## src/rtl/alu_pkg.sv

```systemverilog
// rtl/alu_pkg.sv - ALU flag types and helpers shared by the adder and the flag register
package alu_pkg;

  localparam int FLAG_W = 4;

  typedef struct packed {
    logic n;
    logic z;
    logic c;
    logic v;
  } alu_flags_t;

  // Two's-complement overflow: operands agree in sign, result disagrees.
  function automatic logic signed_overflow(input logic sign_a, input logic sign_b,
                                           input logic sign_sum);
    return (sign_a == sign_b) && (sign_sum != sign_a);
  endfunction

endpackage

```

## src/rtl/pipe_adder_slice.sv

```systemverilog
// rtl/pipe_adder_slice.sv - one CW-bit chunk add plus its stage register and valid/ready handshake
module pipe_adder_slice #(
  parameter int CW = 16
) (
  input  logic          clk,
  input  logic          reset,
  input  logic          up_valid,
  output logic          up_ready,
  input  logic          down_ready,
  input  logic [CW-1:0] a,
  input  logic [CW-1:0] b,
  input  logic          sub,
  input  logic          cin,
  output logic          valid,
  output logic [CW-1:0] sum,
  output logic          cout,
  output logic          load
);

  logic [CW:0] total;

  assign up_ready = !valid || down_ready;
  assign load     = up_valid && up_ready;
  assign total    = {1'b0, a} + {1'b0, b ^ {CW{sub}}} + {{CW{1'b0}}, cin};

  always_ff @(posedge clk) begin
    if (reset) begin
      valid <= 1'b0;
    end else if (up_ready) begin
      valid <= up_valid;
    end
  end

  always_ff @(posedge clk) begin
    if (load) begin
      {cout, sum} <= total;
    end
  end

endmodule

```

## src/rtl/pipe_adder.sv

```systemverilog
// rtl/pipe_adder.sv - pipelined WIDTH-bit add/sub, one chunk per stage with valid/ready back-pressure
// Define PIPE_ADDER_FLAGS_EN to produce NZCV flags; otherwise out_flags is tied to zero.
module pipe_adder
  import alu_pkg::*;
#(
  parameter int WIDTH  = 64,
  parameter int STAGES = 4
) (
  input  logic              clk,
  input  logic              reset,
  input  logic              in_valid,
  output logic              in_ready,
  input  logic [WIDTH-1:0]  in_a,
  input  logic [WIDTH-1:0]  in_b,
  input  logic              in_sub,
  output logic              out_valid,
  input  logic              out_ready,
  output logic [WIDTH-1:0]  out_sum,
  output logic [FLAG_W-1:0] out_flags
);

  localparam int CW   = WIDTH / STAGES;
  localparam int LAST = STAGES - 1;

  if (STAGES < 1 || (WIDTH % STAGES) != 0) begin : g_bad_cfg
    $error("pipe_adder: WIDTH must be a positive multiple of STAGES");
  end

  logic [STAGES:0]   ready;
  logic [STAGES-1:0] valid;
  logic [STAGES-1:0] carry;
  logic [STAGES-1:0] sub_pipe;
  logic [WIDTH-1:0]  a_pipe   [STAGES];
  logic [WIDTH-1:0]  b_pipe   [STAGES];
  logic [WIDTH-1:0]  sum_pipe [STAGES];
`ifdef PIPE_ADDER_FLAGS_EN
  logic [STAGES-1:0] zero_pipe;
`endif

  assign ready[STAGES] = out_ready;
  assign in_ready      = ready[0];

  for (genvar k = 0; k < STAGES; k++) begin : g_stage
    logic [WIDTH-1:0] a_src, b_src, sum_src;
    logic [WIDTH-1:0] a_q, b_q, sum_q, assembled;
    logic             up_valid, sub_src, cin_src, sub_q, load;
    logic [CW-1:0]    chunk;
`ifdef PIPE_ADDER_FLAGS_EN
    logic             zero_src, zero_q;
`endif

    if (k == 0) begin : g_head
      assign a_src    = in_a;
      assign b_src    = in_b;
      assign sum_src  = '0;
      assign up_valid = in_valid;
      assign sub_src  = in_sub;
      assign cin_src  = in_sub;
`ifdef PIPE_ADDER_FLAGS_EN
      assign zero_src = 1'b1;
`endif
    end else begin : g_tail
      assign a_src    = a_pipe[k-1];
      assign b_src    = b_pipe[k-1];
      assign sum_src  = sum_pipe[k-1];
      assign up_valid = valid[k-1];
      assign sub_src  = sub_pipe[k-1];
      assign cin_src  = carry[k-1];
`ifdef PIPE_ADDER_FLAGS_EN
      assign zero_src = zero_pipe[k-1];
`endif
    end

    pipe_adder_slice #(.CW(CW)) u_slice (
      .clk        (clk),
      .reset      (reset),
      .up_valid   (up_valid),
      .up_ready   (ready[k]),
      .down_ready (ready[k+1]),
      .a          (a_src[k*CW +: CW]),
      .b          (b_src[k*CW +: CW]),
      .sub        (sub_src),
      .cin        (cin_src),
      .valid      (valid[k]),
      .sum        (chunk),
      .cout       (carry[k]),
      .load       (load)
    );

    // Operands travel whole so the last stage still sees the sign bits.
    always_ff @(posedge clk) begin
      if (load) begin
        a_q   <= a_src;
        b_q   <= b_src;
        sum_q <= sum_src;
        sub_q <= sub_src;
`ifdef PIPE_ADDER_FLAGS_EN
        zero_q <= zero_src;
`endif
      end
    end

    always_comb begin
      assembled              = sum_q;
      assembled[k*CW +: CW]  = chunk;
    end

    assign a_pipe[k]   = a_q;
    assign b_pipe[k]   = b_q;
    assign sum_pipe[k] = assembled;
    assign sub_pipe[k] = sub_q;
`ifdef PIPE_ADDER_FLAGS_EN
    assign zero_pipe[k] = zero_q && (chunk == '0);
`endif
  end

  alu_flags_t flags;

`ifdef PIPE_ADDER_FLAGS_EN
  assign flags = '{
    n: sum_pipe[LAST][WIDTH-1],
    z: zero_pipe[LAST],
    c: carry[LAST],
    v: signed_overflow(a_pipe[LAST][WIDTH-1],
                       b_pipe[LAST][WIDTH-1] ^ sub_pipe[LAST],
                       sum_pipe[LAST][WIDTH-1])
  };
`else
  assign flags = '0;
`endif

  // Outputs read as zero whenever no result is present, including straight after reset.
  assign out_valid = valid[LAST];
  assign out_sum   = out_valid ? sum_pipe[LAST] : '0;
  assign out_flags = out_valid ? flags : '0;

endmodule

```

## config.mk

```make
export PLATFORM = sky130hd
export DESIGN_NAME = pipe_adder
export DESIGN_NICKNAME = d
export VERILOG_FILES = /design/src/rtl/alu_pkg.sv /design/src/rtl/pipe_adder_slice.sv /design/src/rtl/pipe_adder.sv
export SDC_FILE = /design/constraint.sdc
export NUM_CORES = 1
export LEC_CHECK = 0
export BUFFER_PORTS_ARGS = -buffer_cell sky130_fd_sc_hd__clkbuf_2
export CAP_MARGIN = 30
export CORE_MARGIN = 2
export CORE_UTILIZATION = 50
export CTS_CLUSTER_SIZE = 24
export DETAILED_ROUTE_END_ITERATION = 8
export PLACE_DENSITY = 0.77
export SKIP_CTS_REPAIR_TIMING = 1
export SYNTH_ARGS = -nofsm -noshare
export SYNTH_HDL_FRONTEND = slang
export SYNTH_SLANG_ARGS = --single-unit
```

## constraint.sdc

```tcl
create_clock -name clk -period 10.8 [get_ports clk]
set_clock_uncertainty 0.05 [all_clocks]
set_input_delay 1.62 -clock clk [delete_from_list [all_inputs] [get_ports clk]]
set_output_delay 1.62 -clock clk [all_outputs]
set_load 0.05 [all_outputs]
```

==> reports/metrics.yaml <==
status: "finished, final reports clean"
wl_per_cell_um: 15.1
drt-total-wl_um: 23600
grt_max_degree: 67
yosysUniqueCellTypes: 63
die_w_um: 177
ys.flop_type: "edfxtp_1"
r2r_cells: 11
num_rows: 63
place_ws_ns: 6.23
worstHoldPathType: "flop to flop"
irDropWorstVdd_v: 0.000136
drv_cap: 0
place_inst: 1492
grt_pass1_wl_um: 37600
clock_path_buffers: 3
rsz0062_at_grt: "false"
grt_pass1_vias: 7619
crit_type: "primary input to primary output"
synth.avg_cell_area_um2: 16.3
gp_congestion: 0.841
final_nets: 1341
cts-htree-levels: 2
die_area_um2: 31200
cts_tree: "yes"
tns_ns: 0
ys.warnings.count: 0
hold_viol_final: 0
antenna_found_initial: 1
synthArstFlopShare_pct: 0
drc: 0
synth_edf_count: 358
slew_headroom_pct: 36.1
start_kind: "primary input"
power.density_nw_per_um2: 181
io_buffers: 198
drt-initial-drc-count: 400
gr-total-overflow: 0
ys_seq_area_share_pct: 72.7
dp_hpwl_um: 16300
insertion_delay_ns: 0.51
synthCells: 914
final_util_pct: 59.8
ant_nets: 0
path_max_fanout: 5
vias_per_cell: 4.97
hold-path-cell-count: 0
required_ns: 9.13
root_buffer: "clkbuf_16"
setup_viol: 0
final_cell_mix: "358 x edfxtp_1, 198 x clkbuf_2, 72 x xor2_1"
maxClockFrequency_mhz: 218
ys_seq_elements: 362
num_vias: 7763
dr.pass1.iters: 4
end_kind: "primary output"
io-pin-count: 203
critical_path_arrival_ns: 2.91
fillers: 2243
final_cells: 1561
min_period_ns: 4.58
synth_area_um2: 14900
cts_num_sinks: 362
setup_ws_ns: 6.22
die_h_um: 177
start_util_pct: 50.6
clkTransAtPathRegs_ns: 0.06
core_um2: 29500
p_leak_nw: 6.83
drive_gt1_share_pct: 24.2
final_common_cell: "edfxtp_1"
area_delta_synth_final_pct: 18.2
worstMarginPinSlew_ns: 0.956
maxSlewViolCount: 0
period_share_pct: 42.4
gr-usage-all-layers_pct: 15.2
cts-buffers-inserted: 38
[path summary, 6_finish.rpt]
kind,from,end,slack (ns)
worst min-delay path,g_stage[0].u_slice.sum[15]$_DFFE_PP_,g_stage[1].sum_q[15]$_DFFE_PP_,0.36
worst max register to register,g_stage[2].sub_q$_DFFE_PP_,g_stage[3].u_slice.sum[12]$_DFFE_PP_,7.24
worst min register to register,g_stage[0].u_slice.sum[15]$_DFFE_PP_,g_stage[1].sum_q[15]$_DFFE_PP_,0.36
worst max-delay path,out_ready,in_ready,6.22
[metal layers]
metal  track usage (%)  vias up  part of all wire (%)
met1              18.8     3658                    41
met2              26.6      199                    51
li1                  -     3847                     -
met4              6.27        0                   3.5
met3              2.62       59                   4.4
met5                 0        -                     0
[worst max-delay path: stages]
cell	delay, ns
clkbuf_2	0.08
nor2b_1	0.45
and3_1	0.41
nand2_1	0.11
clkbuf_2	0.24
[layout make-up]
| cell class | instances | area [um^2] | share of cell area (%) |
|---|---|---|---|
| multi-input cells | 504 | 3910 | 22.2 |
| flip-flops and latches | 362 | 10800 | 61.5 |
| clock inverters | 26 | 236 | 1.34 |
| diodes | 1 | 2.50 | 0.0142 |
| inverters | 31 | 116 | 0.660 |
| repair buffers | 205 | 1060 | 6.04 |
| clock buffers | 42 | 966 | 5.48 |
| well taps | 390 | 488 | 2.77 |
[registers in the layout, summed over array words and instances, names as in the netlist]
register,flops
g_stage.b_q,96
g_stage.a_q,96
g_stage.u_slice.valid,4
g_stage.sub_q,3
g_stage.u_slice.sum,64
g_stage.sum_q,96
g_stage.u_slice.cout,3
[cells in the mapped netlist (all sizes together) (8+ instances only)]
library cell	instances	area (um^2)
xor2	72	631
inv	31	116
o21a	15	113
o21ai	27	135
and2	66	413
a21o	16	120
edfxtp	358	10800
buf	10	55.1
a21oi	33	169
nor2	40	150
ha	59	738
clkbuf	10	37.5
nand2	21	78.8
nor2b	16	115
xnor2	37	324
nand2b	8	50.1
[where the power goes]
part           internal [mW]  leakage (nW)  switching [mW]
logic                  0.125          2.83           0.165
clock network          0.741         0.596           0.492
registers               1.64          3.40          0.0216
total                   2.51          6.83           0.678
[logic make-up (layout without fill, tap and decap cells)]
family | after synthesis | in the layout | share of synthesized area [%]
flip-flops | 362 | 362 | 72.7
AND/OR/NAND/NOR | 183 | 183 | 6.74
AO/OA/AOI/OAI | 139 | 139 | 6.67
XOR/XNOR | 109 | 109 | 6.41
adder cells (fa/ha/maj) | 66 | 66 | 5.89
buffers and inverters | 51 | 304 | 1.40
multiplexers | 3 | 3 | 0.201
other | 1 | 5 | 0.0252
[per-stage QoR]
| step | area [um^2] | power [mW] | hold WS (ns) |
|---|---|---|---|
| 2_1_floorplan | 14900 | 1.91 | 0.350 |
| 3_3_place_gp | 16400 | 1.97 | 0.351 |
| 3_5_place_dp | 16400 | 1.98 | 0.355 |
| 4_1_cts | 17600 | 3.23 | 0.358 |
| 5_1_grt | 17600 | 3.32 | 0.368 |
| 6_report | 17600 | 3.19 | 0.357 |
Power figures use the tool's default switching activity.
